File: config.mk
export PLATFORM = sky130hd
export DESIGN_NAME = adb_host_sequencer
export DESIGN_NICKNAME = d
export VERILOG_FILES = /design/src/rtl/adb_pkg.sv /design/src/rtl/adb_tick_timer.sv /design/src/rtl/adb_host_sequencer.sv
export SDC_FILE = /design/constraint.sdc
export NUM_CORES = 1
export LEC_CHECK = 0
export ABC_CLOCK_PERIOD_IN_PS = 2200
export BUFFER_PORTS_ARGS = -buffer_cell sky130_fd_sc_hd__buf_2
export CAP_MARGIN = 10
export CORE_AREA = 4 4 103 105
export CTS_CLUSTER_DIAMETER = 200
export DETAILED_ROUTE_END_ITERATION = 10
export DIE_AREA = 0 0 107 109
export GPL_ROUTABILITY_DRIVEN = 0
export PLACE_DENSITY_LB_ADDON = 0.3
export SLEW_MARGIN = 20
export SYNTH_ARGS = -nofsm -noshare
export SYNTH_HDL_FRONTEND = slang
export SYNTH_SLANG_ARGS = --single-unit
File: constraint.sdc
create_clock -name clk -period 2.2 [get_ports clk]
set_clock_uncertainty 0.1 [all_clocks]
set_input_delay 0.44 -clock clk [delete_from_list [all_inputs] [get_ports clk]]
set_output_delay 0.44 -clock clk [all_outputs]
set_load 0.01 [all_outputs]
File: src/rtl/adb_pkg.sv
// Shared encodings for the ADB host sequencer: transceiver st codes, opcodes,
// default timing constants, the sequencer state enum and the command decoder.
package adb_pkg;

  localparam logic [1:0] ST_CMD  = 2'b00;
  localparam logic [1:0] ST_EVEN = 2'b01;
  localparam logic [1:0] ST_ODD  = 2'b10;
  localparam logic [1:0] ST_IDLE = 2'b11;

  localparam logic [3:0] OP_RESET  = 4'b0000;
  localparam logic [3:0] OP_FLUSH  = 4'b0001;
  localparam logic [1:0] OP_LISTEN = 2'b10;
  localparam logic [1:0] OP_TALK   = 2'b11;

  localparam logic [16:0] DEF_POLL_INTERVAL = 17'd88000;
  localparam logic [7:0]  DEF_SETTLE        = 8'd64;
  localparam logic [15:0] DEF_BYTE_TIMEOUT  = 16'd800;
  localparam logic [3:0]  DEF_ADDR_KBD      = 4'd2;
  localparam logic [3:0]  DEF_ADDR_MOUSE    = 4'd3;

  typedef enum logic [2:0] {
    S_IDLE,
    S_CMD,
    S_EVEN,
    S_ODD,
    S_LEVEN,
    S_LODD,
    S_DONE
  } seq_state_e;

  // Talk/Reset/Flush expect a response byte, Listen sends data, the rest end at once.
  function automatic seq_state_e cmd_next_state(input logic [3:0] op);
    if (op[3:2] == OP_TALK || op == OP_RESET || op == OP_FLUSH) return S_EVEN;
    if (op[3:2] == OP_LISTEN) return S_LEVEN;
    return S_DONE;
  endfunction

endpackage

File: src/rtl/adb_tick_timer.sv
// Loadable down-counter with zero flag; advances only on clk_en ticks and
// saturates at zero.
module adb_tick_timer #(
  parameter int            W         = 8,
  parameter logic [W-1:0]  RESET_VAL = '0
) (
  input  logic         clk_i,
  input  logic         reset_i,
  input  logic         clk_en_i,
  input  logic         load_i,
  input  logic [W-1:0] load_val_i,
  input  logic         dec_i,
  output logic         zero_o
);

  logic [W-1:0] count_q;

  always_ff @(posedge clk_i) begin
    if (reset_i) begin
      count_q <= RESET_VAL;
    end else if (clk_en_i) begin
      if (load_i) begin
        count_q <= load_val_i;
      end else if (dec_i && count_q != '0) begin
        count_q <= count_q - W'(1);
      end
    end
  end

  assign zero_o = (count_q == '0);

endmodule

File: src/rtl/adb_host_sequencer.sv
// Host-side ADB bus sequencer: arbitrates host commands over keyboard/mouse autopoll.
// Define ADB_SRQ_POLL_EN to let a service request (_int low) trigger an immediate poll.
module adb_host_sequencer
  import adb_pkg::*;
#(
  parameter logic [16:0] POLL_INTERVAL = DEF_POLL_INTERVAL,
  parameter logic [7:0]  SETTLE        = DEF_SETTLE,
  parameter logic [15:0] BYTE_TIMEOUT  = DEF_BYTE_TIMEOUT,
  parameter logic [3:0]  ADDR_KBD      = DEF_ADDR_KBD,
  parameter logic [3:0]  ADDR_MOUSE    = DEF_ADDR_MOUSE
) (
  input  logic        clk,
  input  logic        reset,
  input  logic        clk_en,
  output logic [1:0]  st,
  output logic        viaBusy,
  output logic [7:0]  adb_din,
  output logic        adb_din_strobe,
  input  logic [7:0]  adb_dout,
  input  logic        adb_dout_strobe,
  input  logic        _int,
  input  logic        host_req,
  input  logic [7:0]  host_cmd,
  input  logic [15:0] host_data,
  output logic        host_ack,
  output logic        resp_valid,
  output logic [15:0] resp_data,
  output logic [1:0]  resp_len,
  output logic        resp_host,
  output logic        resp_timeout
);

  seq_state_e  state_q;
  logic [1:0]  st_q;
  logic        via_busy_q, adb_din_strobe_q, host_ack_q, resp_valid_q;
  logic [7:0]  adb_din_q;
  logic [15:0] resp_data_q, data_q;
  logic [1:0]  resp_len_q;
  logic        resp_host_q, resp_timeout_q;
  logic [3:0]  op_q;
  logic        got_q, target_mouse_q, poll_pend_q, srq_pend_q;

  logic        settle_zero, to_zero, poll_zero;
  logic        in_idle, in_byte, in_listen, poll_due, start, cap, even_adv;
  logic        settle_load, to_load;
  logic [7:0]  cmd_start;
  seq_state_e  cmd_nxt;

  always_comb begin
    in_idle     = (state_q == S_IDLE);
    in_byte     = (state_q == S_EVEN) || (state_q == S_ODD);
    in_listen   = (state_q == S_LEVEN) || (state_q == S_LODD);
    poll_due    = poll_zero | poll_pend_q | srq_pend_q;
    start       = in_idle & (host_req | poll_due);
    cap         = in_byte & ~got_q & adb_dout_strobe;
    even_adv    = (state_q == S_EVEN) & got_q & settle_zero;
    settle_load = start | cap | (in_listen & ~got_q);
    to_load     = ~in_byte | even_adv;
    cmd_start   = host_req ? host_cmd
                           : {(target_mouse_q ? ADDR_MOUSE : ADDR_KBD), OP_TALK, 2'b00};
    cmd_nxt     = cmd_next_state(op_q);
  end

  adb_tick_timer #(.W(8), .RESET_VAL(8'd0)) u_settle (
    .clk_i(clk), .reset_i(reset), .clk_en_i(clk_en),
    .load_i(settle_load), .load_val_i(SETTLE), .dec_i(1'b1), .zero_o(settle_zero)
  );

  adb_tick_timer #(.W(16), .RESET_VAL(16'd0)) u_byte_to (
    .clk_i(clk), .reset_i(reset), .clk_en_i(clk_en),
    .load_i(to_load), .load_val_i(BYTE_TIMEOUT), .dec_i(in_byte & ~got_q), .zero_o(to_zero)
  );

  adb_tick_timer #(.W(17), .RESET_VAL(POLL_INTERVAL)) u_poll (
    .clk_i(clk), .reset_i(reset), .clk_en_i(clk_en),
    .load_i(start), .load_val_i(POLL_INTERVAL), .dec_i(in_idle), .zero_o(poll_zero)
  );

  always_ff @(posedge clk) begin
    if (reset) begin
      state_q          <= S_IDLE;
      st_q             <= ST_IDLE;
      via_busy_q       <= 1'b0;
      adb_din_q        <= 8'h00;
      adb_din_strobe_q <= 1'b0;
      host_ack_q       <= 1'b0;
      resp_valid_q     <= 1'b0;
      resp_data_q      <= 16'hFFFF;
      resp_len_q       <= 2'd0;
      resp_host_q      <= 1'b0;
      resp_timeout_q   <= 1'b0;
      op_q             <= 4'h0;
      data_q           <= 16'h0000;
      got_q            <= 1'b0;
      target_mouse_q   <= 1'b0;
      poll_pend_q      <= 1'b0;
      srq_pend_q       <= 1'b0;
    end else if (clk_en) begin
      adb_din_strobe_q <= 1'b0;
      host_ack_q       <= 1'b0;
      resp_valid_q     <= 1'b0;
      case (state_q)
        S_IDLE: begin
          if (start) begin
            state_q          <= S_CMD;
            st_q             <= ST_CMD;
            via_busy_q       <= 1'b1;
            adb_din_q        <= cmd_start;
            adb_din_strobe_q <= 1'b1;
            op_q             <= cmd_start[3:0];
            resp_data_q      <= 16'hFFFF;
            resp_len_q       <= 2'd0;
            resp_timeout_q   <= 1'b0;
            resp_host_q      <= host_req;
            if (host_req) begin
              data_q     <= host_data;
              host_ack_q <= 1'b1;
              // timer reloads on this start, so remember a poll that was due
              if (poll_zero) poll_pend_q <= 1'b1;
            end else begin
              target_mouse_q <= ~target_mouse_q;
              poll_pend_q    <= 1'b0;
              srq_pend_q     <= 1'b0;
            end
          end
        end
        S_CMD: begin
          if (settle_zero) begin
            state_q      <= cmd_nxt;
            st_q         <= (cmd_nxt == S_DONE) ? ST_IDLE : ST_EVEN;
            via_busy_q   <= 1'b0;
            resp_valid_q <= (cmd_nxt == S_DONE);
            got_q        <= 1'b0;
          end
        end
        S_EVEN, S_ODD: begin
`ifdef ADB_SRQ_POLL_EN
          if (!resp_host_q && !_int) srq_pend_q <= 1'b1;
`endif
          if (cap) begin
            if (state_q == S_EVEN) resp_data_q[15:8] <= adb_dout;
            else                   resp_data_q[7:0]  <= adb_dout;
            resp_len_q <= resp_len_q + 2'd1;
            got_q      <= 1'b1;
          end else if (got_q && settle_zero) begin
            if (state_q == S_EVEN && op_q[3:2] == OP_TALK) begin
              state_q <= S_ODD;
              st_q    <= ST_ODD;
              got_q   <= 1'b0;
            end else begin
              state_q      <= S_DONE;
              st_q         <= ST_IDLE;
              resp_valid_q <= 1'b1;
            end
          end else if (!got_q && to_zero) begin
            state_q        <= S_DONE;
            st_q           <= ST_IDLE;
            resp_valid_q   <= 1'b1;
            resp_timeout_q <= 1'b1;
          end
        end
        S_LEVEN, S_LODD: begin
          if (!got_q) begin
            adb_din_q        <= (state_q == S_LEVEN) ? data_q[15:8] : data_q[7:0];
            adb_din_strobe_q <= 1'b1;
            got_q            <= 1'b1;
          end else if (settle_zero) begin
            if (state_q == S_LEVEN) begin
              state_q <= S_LODD;
              st_q    <= ST_ODD;
              got_q   <= 1'b0;
            end else begin
              state_q      <= S_DONE;
              st_q         <= ST_IDLE;
              resp_valid_q <= 1'b1;
            end
          end
        end
        S_DONE:  state_q <= S_IDLE;
        default: state_q <= S_IDLE;
      endcase
    end
  end

`ifndef ADB_SRQ_POLL_EN
  logic unused_int;
  assign unused_int = _int;
`endif

  assign st             = st_q;
  assign viaBusy        = via_busy_q;
  assign adb_din        = adb_din_q;
  assign adb_din_strobe = adb_din_strobe_q;
  assign host_ack       = host_ack_q;
  assign resp_valid     = resp_valid_q;
  assign resp_data      = resp_data_q;
  assign resp_len       = resp_len_q;
  assign resp_host      = resp_host_q;
  assign resp_timeout   = resp_timeout_q;

endmodule

==> impl_metrics.env, run 1 <==
export IMPL_drc=0
export IMPL_regToRegStartpoint="u_poll.count_q[4]"
export IMPL_io_pins=72
export IMPL_hold_class="primary input to flop"
export IMPL_syn_to_final_growth_pct=18.84
export IMPL_postCtsHoldBufs=0
export IMPL_core_area_sq_um=9639
export IMPL_period_minus_slack_ns=2.063
export IMPL_whs_path_depth=3
export IMPL_use_met3_pct=6.454
export IMPL_antenna_found_initial=0
export IMPL_dieWidth_um=107
export IMPL_crit_type="flop to flop"
export IMPL_grt_pass1_wl_mm=20.59
export IMPL_cts_tree="built"
export IMPL_die_y_um=109
export IMPL_drv_cap=0
export IMPL_ir_worst_vdd_uv=761.8
export IMPL_grt_pass1_vias=4382
export IMPL_slew_headroom_pct=55.29
export IMPL_globalRouteMet2Util_pct=36.42
export IMPL_holdPathEnd="data_q[12]"
export IMPL_avgRoutedWirePerCell_um=15.22
export IMPL_ys_types=67
export IMPL_n_antenna_cell=0
export IMPL_start_kind="flop"
export IMPL_h_tree_depth=3
export IMPL_p_leak_nw=2.279
export IMPL_gr_usage_met1_pct=27.34
export IMPL_drtAntennaViolNets=0
export IMPL_cts_buffers=9
export IMPL_cts_root_buf="clkbuf_8"
export IMPL_clk_latency_ns=0.39
export IMPL_rows=36
export IMPL_ys_warnings_count=0
export IMPL_wl_mm=12.59
export IMPL_arrival_ns=2.24
export IMPL_track_usage_pct=21.78
export IMPL_p_per_area_nw_per_um2=1339
export IMPL_netlist_area_sq_um=4980
export IMPL_rsz0062_at_grt="true"
export IMPL_fmax_mhz=484.7
export IMPL_drive_gt1_share_pct=21.18
export IMPL_period_share_pct=93.78
export IMPL_syn_inst=612
export IMPL_first_iter_violations=302
export IMPL_grt_busiest_layer="met2"
export IMPL_fillers=892
export IMPL_design_die_area_sq_um=11660
export IMPL_hold_violations=0
export IMPL_setup_viol=0
export IMPL_place_hpwl_mm=8.829
export IMPL_syn_area_per_cell_sq_um=8.137
export IMPL_yosysSeqAreaShare_pct=40.20
export IMPL_synth_seq_cells=100
export IMPL_path_max_fanout=9
export IMPL_hp_start="host_data[12]"
export IMPL_synth_ff_type="dfxtp_1"
export IMPL_total_power_mw=7.922
export IMPL_rrSetupSlack_ns=0.14
export IMPL_num_nets_final=733
export IMPL_via_per_inst=5.716
export IMPL_synthArstFlopShare_pct=0
export IMPL_clk_pin_slew_ns=0.11
export IMPL_syn_num_nets=656
export IMPL_port_buffers=70
export IMPL_num_vias=4727
export IMPL_overflow=0
export IMPL_synth_edff_count=0
export IMPL_cts_path_max_buffers=2
export IMPL_worstReg2RegEnd="u_settle.count_q[4]"
export IMPL_status="complete, no violations"
export IMPL_ff2ff_path_depth=7
export IMPL_start_util_pct=51.66
export IMPL_setup_worst_path_end_class="flop"
export IMPL_grt_max_degree=62
export IMPL_cts_sinks=100
export IMPL_critPathRequiredTime_ns=2.38
export IMPL_drtPass1Iterations=5
export IMPL_worst_pin_slew_ns=0.6692
export IMPL_drv_slew=0
export IMPL_hold_slack_ns=0.1805
==> synth_stat cells (3+ instances only) <==
library cell	n	area, sq um
inv_1	10	37.54
nand2_1	83	311.6
nand2b_1	6	37.54
nor2_1	74	277.8
a211oi_1	7	52.55
nor4b_1	3	26.28
nand3b_1	3	22.52
nor3_1	26	130.1
or4_1	6	45.04
a31oi_1	7	43.79
or3_1	10	62.56
o211ai_1	11	82.58
nand4_1	15	93.84
buf_2	10	50.05
nand3_1	18	90.09
nor3b_1	3	22.52
o21ai_1	5	25.02
mux2i_1	23	230.2
o21ai_0	14	70.07
dfxtp_1	100	2002
nor4_1	14	87.58
ha_1	6	75.07
xor2_1	11	96.34
and2_1	3	18.77
o31ai_1	5	37.54
nand4b_1	4	35.03
clkbuf_1	27	101.4
xnor2_1	11	96.34
a21oi_1	48	240.2
==> metrics by stage <==
step                utilization (%)  setup slack, ns  instance area (sq um)  setup TNS, ns  std cells
global placement              58.05         0.009342                   5595              0        808
CTS                           60.28          0.05625                   5811              0        824
floorplan                         -           0.1344                   4980              0        612
finish                        61.40           0.1369                   5918              0        827
detailed placement            58.05          -0.1355                   5595        -0.7123        808
global route                  61.40        -0.004829                   5918       -0.01029        827
==> critical path, stage by stage (launching register included) <==
cell,delay (ns)
dfxtp_1,0.37
nor4_2,0.49
and4_4,0.37
buf_4,0.13
o21ai_1,0.05
buf_4,0.17
a32oi_1,0.22
nor2_1,0.06
==> final cells by class <==
cell class                      instances  area, sq um  share of cell area (%)
Multi-Input combinational cell        461         2840                   47.99
Sequential cell                       100         2002                   33.83
Timing Repair Buffer                  107        665.6                   11.25
Tap cell                              133        166.4                   2.812
Clock buffer                           10        137.6                   2.326
Clock inverter                          6        68.82                   1.163
Inverter                               10        37.54                  0.6342
==> state kept, by name (all words and copies together), names as in the netlist <==
| name | flops |
|---|---|
| adb_din | 8 |
| adb_din_strobe | 1 |
| data_q | 16 |
| got_q | 1 |
| host_ack | 1 |
| op_q | 3 |
| poll_pend_q | 1 |
| resp_data | 16 |
| resp_host | 1 |
| resp_len | 2 |
| resp_timeout | 1 |
| resp_valid | 1 |
| st | 2 |
| state_q | 3 |
| target_mouse_q | 1 |
| u_byte_to.count_q | 16 |
| u_poll.count_q | 17 |
| u_settle.count_q | 8 |
| viaBusy | 1 |
==> placed cells by master, fill, tap and decap left out, types with 6 or more instances in the layout <==
master | Yosys | layout
nand4_1 | 15 | 15
nand2b_1 | 6 | 6
o211ai_1 | 11 | 11
nor4_1 | 14 | 13
ha_1 | 6 | 6
xor2_1 | 11 | 11
xnor2_1 | 11 | 11
nand2_1 | 83 | 83
nand3_1 | 18 | 17
a31oi_1 | 7 | 7
buf_2 | 10 | 70
or4_1 | 6 | 6
buf_4 | 1 | 34
or3_1 | 10 | 10
clkbuf_8 | 0 | 10
mux2i_1 | 23 | 23
dfxtp_1 | 100 | 100
inv_1 | 10 | 9
a211oi_1 | 7 | 7
o21ai_0 | 14 | 14
a21oi_1 | 48 | 48
nor3_1 | 26 | 24
nor2_1 | 74 | 74
==> cell families after synthesis <==
group	after synthesis	synth area share, %
and+or+nand+nor	287	29.42
AOI/OAI and AO/OA	122	15.83
DFF	100	40.20
buffers and inverters	52	4.548
muxes	23	4.623
xor gates and xnor gates	22	3.869
adders and majority gates	6	1.507
==> worst max path at each step <==
stage / to / slack [ns] / from
after global placement: resp_data[8] / 0.009 / u_poll.count_q[1]
after CTS: u_byte_to.count_q[14] / 0.06 / u_settle.count_q[0]
after global routing: u_byte_to.count_q[5] / -0.005 / u_byte_to.count_q[6]
after detailed placement: resp_data[13] / -0.14 / u_poll.count_q[1]
final: u_settle.count_q[4] / 0.14 / u_poll.count_q[4]
after floorplan: resp_data[10] / 0.13 / u_poll.count_q[0]
==> power by group <==
group          internal [mW]  total, mW  switching, mW
Combinational           1.72       3.98           2.26
Sequential              2.23       2.69          0.466
Clock                  0.569       1.25          0.680
Total                   4.52       7.92           3.41
==> repair_timing <==
| action | in CTS | in global routing |
|---|---|---|
| endpoints found under the setup margin | 8 | 25 |
| buffers inserted | 0 | 2 |
| pin swaps | 0 | 3 |
| gates resized for setup | 1 | 13 |
| gates cloned | 0 | 1 |
==> metal layers <==
layer  vias up  part of all wire (%)
met2       129                    48
met3        23                   5.6
met1      2228                    44
met4         0                   1.8
li1       2347                     -
met5         -                     0
(Power assumes the default switching activity.)
==> run 2: changes to the inputs <==
--- a/config.mk
+++ b/config.mk
@@ -8,10 +8,10 @@
 export ABC_CLOCK_PERIOD_IN_PS = 2200
 export BUFFER_PORTS_ARGS = -buffer_cell sky130_fd_sc_hd__buf_2
 export CAP_MARGIN = 10
-export CORE_AREA = 4 4 103 105
+export CORE_AREA = 4 4 109 100
 export CTS_CLUSTER_DIAMETER = 200
 export DETAILED_ROUTE_END_ITERATION = 10
-export DIE_AREA = 0 0 107 109
+export DIE_AREA = 0 0 113 104
 export GPL_ROUTABILITY_DRIVEN = 0
 export PLACE_DENSITY_LB_ADDON = 0.3
 export SLEW_MARGIN = 20
==> run 2 against run 1 <==
Global-route usage is 0.49 points lower; non-clock buffer count is 1 lower; clock power is 8% lower; wire length is 0.60% higher; utilization is 0.86 points lower; combinational power is 2% lower; via count is 0.51% higher; critical path type unchanged; critical endpoint is now u_byte_to.count_q[14].
==> impl_metrics.env, run 2 (synthesis results as in run 1) <==
export IMPL_via_per_inst=5.801
export IMPL_die_y_um=104
export IMPL_status="complete, no violations"
export IMPL_num_nets_final=732
export IMPL_worst_pin_slew_ns=0.5561
export IMPL_clk_pin_slew_ns=0.11
export IMPL_rrSetupSlack_ns=0.06
export IMPL_grt_busiest_layer="met2"
export IMPL_crit_start="u_settle.count_q[0]"
export IMPL_slew_headroom_pct=62.59
export IMPL_globalRouteMet2Util_pct=34.09
export IMPL_design_die_area_sq_um=11750
export IMPL_whs_path_depth=3
export IMPL_postLayoutCoreUtil_pct=60.53
export IMPL_rows=34
export IMPL_cts_path_max_buffers=2
export IMPL_place_hpwl_mm=9.140
export IMPL_seqCellArea_sq_um=2003
export IMPL_dieWidth_um=113
export IMPL_hold_class="primary input to flop"
export IMPL_antenna_found_initial=0
export IMPL_cts_tree="built"
export IMPL_p_leak_nw=2.248
export IMPL_fmax_mhz=468.1
export IMPL_largest_reg_flops=17
export IMPL_critPathRequiredTime_ns=2.40
export IMPL_path_max_fanout=7
export IMPL_grt_pass1_wl_mm=21.09
export IMPL_avgRoutedWirePerCell_um=15.46
export IMPL_final_cell_mix="dfxtp_1, nand2_1, nor2_1, buf_2, a21oi_1"
export IMPL_regToRegStartpoint="u_settle.count_q[0]"
export IMPL_multi_input_area_sq_um=2821
export IMPL_arrival_ns=2.34
export IMPL_num_vias=4751
export IMPL_first_iter_violations=342
export IMPL_h_tree_depth=3
export IMPL_syn_to_final_growth_pct=17.39
export IMPL_start_util_pct=51.57
export IMPL_setup_worst_path_end_class="flop"
export IMPL_n_antenna_cell=0
export IMPL_io_pins=72
export IMPL_hp_start="host_data[6]"
export IMPL_fillers=854
export IMPL_fin_setup_tns_ns=0
export IMPL_hold_violations=0
export IMPL_port_buffers=70
export IMPL_final_common_cell="dfxtp_1"
export IMPL_grt_max_degree=75
export IMPL_ff2ff_path_depth=7
export IMPL_drtAntennaViolNets=0
export IMPL_drc=0
export IMPL_p_per_area_nw_per_um2=1329
export IMPL_start_kind="flop"
export IMPL_hold_slack_ns=0.1862
export IMPL_overflow=0
export IMPL_postCtsHoldBufs=0
export IMPL_cts_sinks=100
export IMPL_drv_slew=0
export IMPL_clk_latency_ns=0.37
export IMPL_period_minus_slack_ns=2.136
export IMPL_holdPathEnd="data_q[6]"
export IMPL_period_share_pct=97.10
export IMPL_drv_cap=0
export IMPL_drive_gt1_share_pct=21.36
export IMPL_worstReg2RegEnd="u_byte_to.count_q[14]"
export IMPL_drtPass1Iterations=5
export IMPL_wl_mm=12.66
export IMPL_grt_pass1_vias=4357
export IMPL_track_usage_pct=21.29
export IMPL_crit_type="flop to flop"
export IMPL_rsz0062_at_grt="true"
export IMPL_fin_cells=819
export IMPL_cts_root_buf="clkbuf_8"
export IMPL_placed_cells=802
export IMPL_gr_usage_met1_pct=28.81
export IMPL_cts_buffers=9
export IMPL_regMostFlops="u_poll.count_q"
export IMPL_use_met3_pct=4.130
export IMPL_ir_worst_vdd_uv=671.1
export IMPL_setup_viol=0
export IMPL_core_area_sq_um=9657
[run 2: metrics by stage]
stage	worst slack, ns	total power, mW	area [sq um]
after global placement	0.1376	6.329	5582
after CTS	0.04101	7.623	5774
after floorplan	0.1344	5.332	4980
final	0.06373	7.766	5846
after global routing	-0.01945	8.358	5846
after detailed placement	0.06047	6.466	5582
[run 2: final cells by class]
| type | instances | share of cell area (%) |
|---|---|---|
| Clock buffer | 10 | 2.183 |
| Clock inverter | 6 | 1.113 |
| Inverter | 10 | 0.6421 |
| Multi-Input combinational cell | 461 | 48.27 |
| Sequential cell | 100 | 34.27 |
| Tap cell | 126 | 2.697 |
| Timing Repair Buffer | 106 | 10.83 |
[run 2: worst max-delay path by stage]
stage,to,slack [ns]
after global routing,u_byte_to.count_q[14],-0.02
after global placement,data_q[8],0.14
after floorplan,resp_data[10],0.13
final,u_byte_to.count_q[14],0.06
after detailed placement,u_poll.count_q[16],0.06
after CTS,u_poll.count_q[16],0.04
[run 2: power breakdown]
part	switching, mW	leakage [nW]	internal (mW)
clock	0.703	0.0981	0.448
sequential	0.471	0.817	2.23
combinational	2.24	1.33	1.67
[run 2: what timing repair did]
| action | 4_1_cts | 5_1_grt |
|---|---|---|
| resized for setup | 0 | 15 |
| setup buffers | 0 | 0 |
| endpoints found under the setup margin | 0 | 41 |
| endpoints found under the hold margin | 0 | 0 |
[run 2: metal layers]
metal	vias up	part of all wire, %
met4	0	1.8
met3	28	5.0
met1	2232	46
met2	153	47
li1	2338	-
met5	-	0
[run 2: critical path, stage by stage (launching register included)]
cell      delay [ns]
dfxtp_2         0.34
inv_1           0.13
ha_1            0.19
nor3b_4         0.22
a32oi_2         0.24
a21boi_4        0.23
or4_1           0.48
a21oi_1         0.15
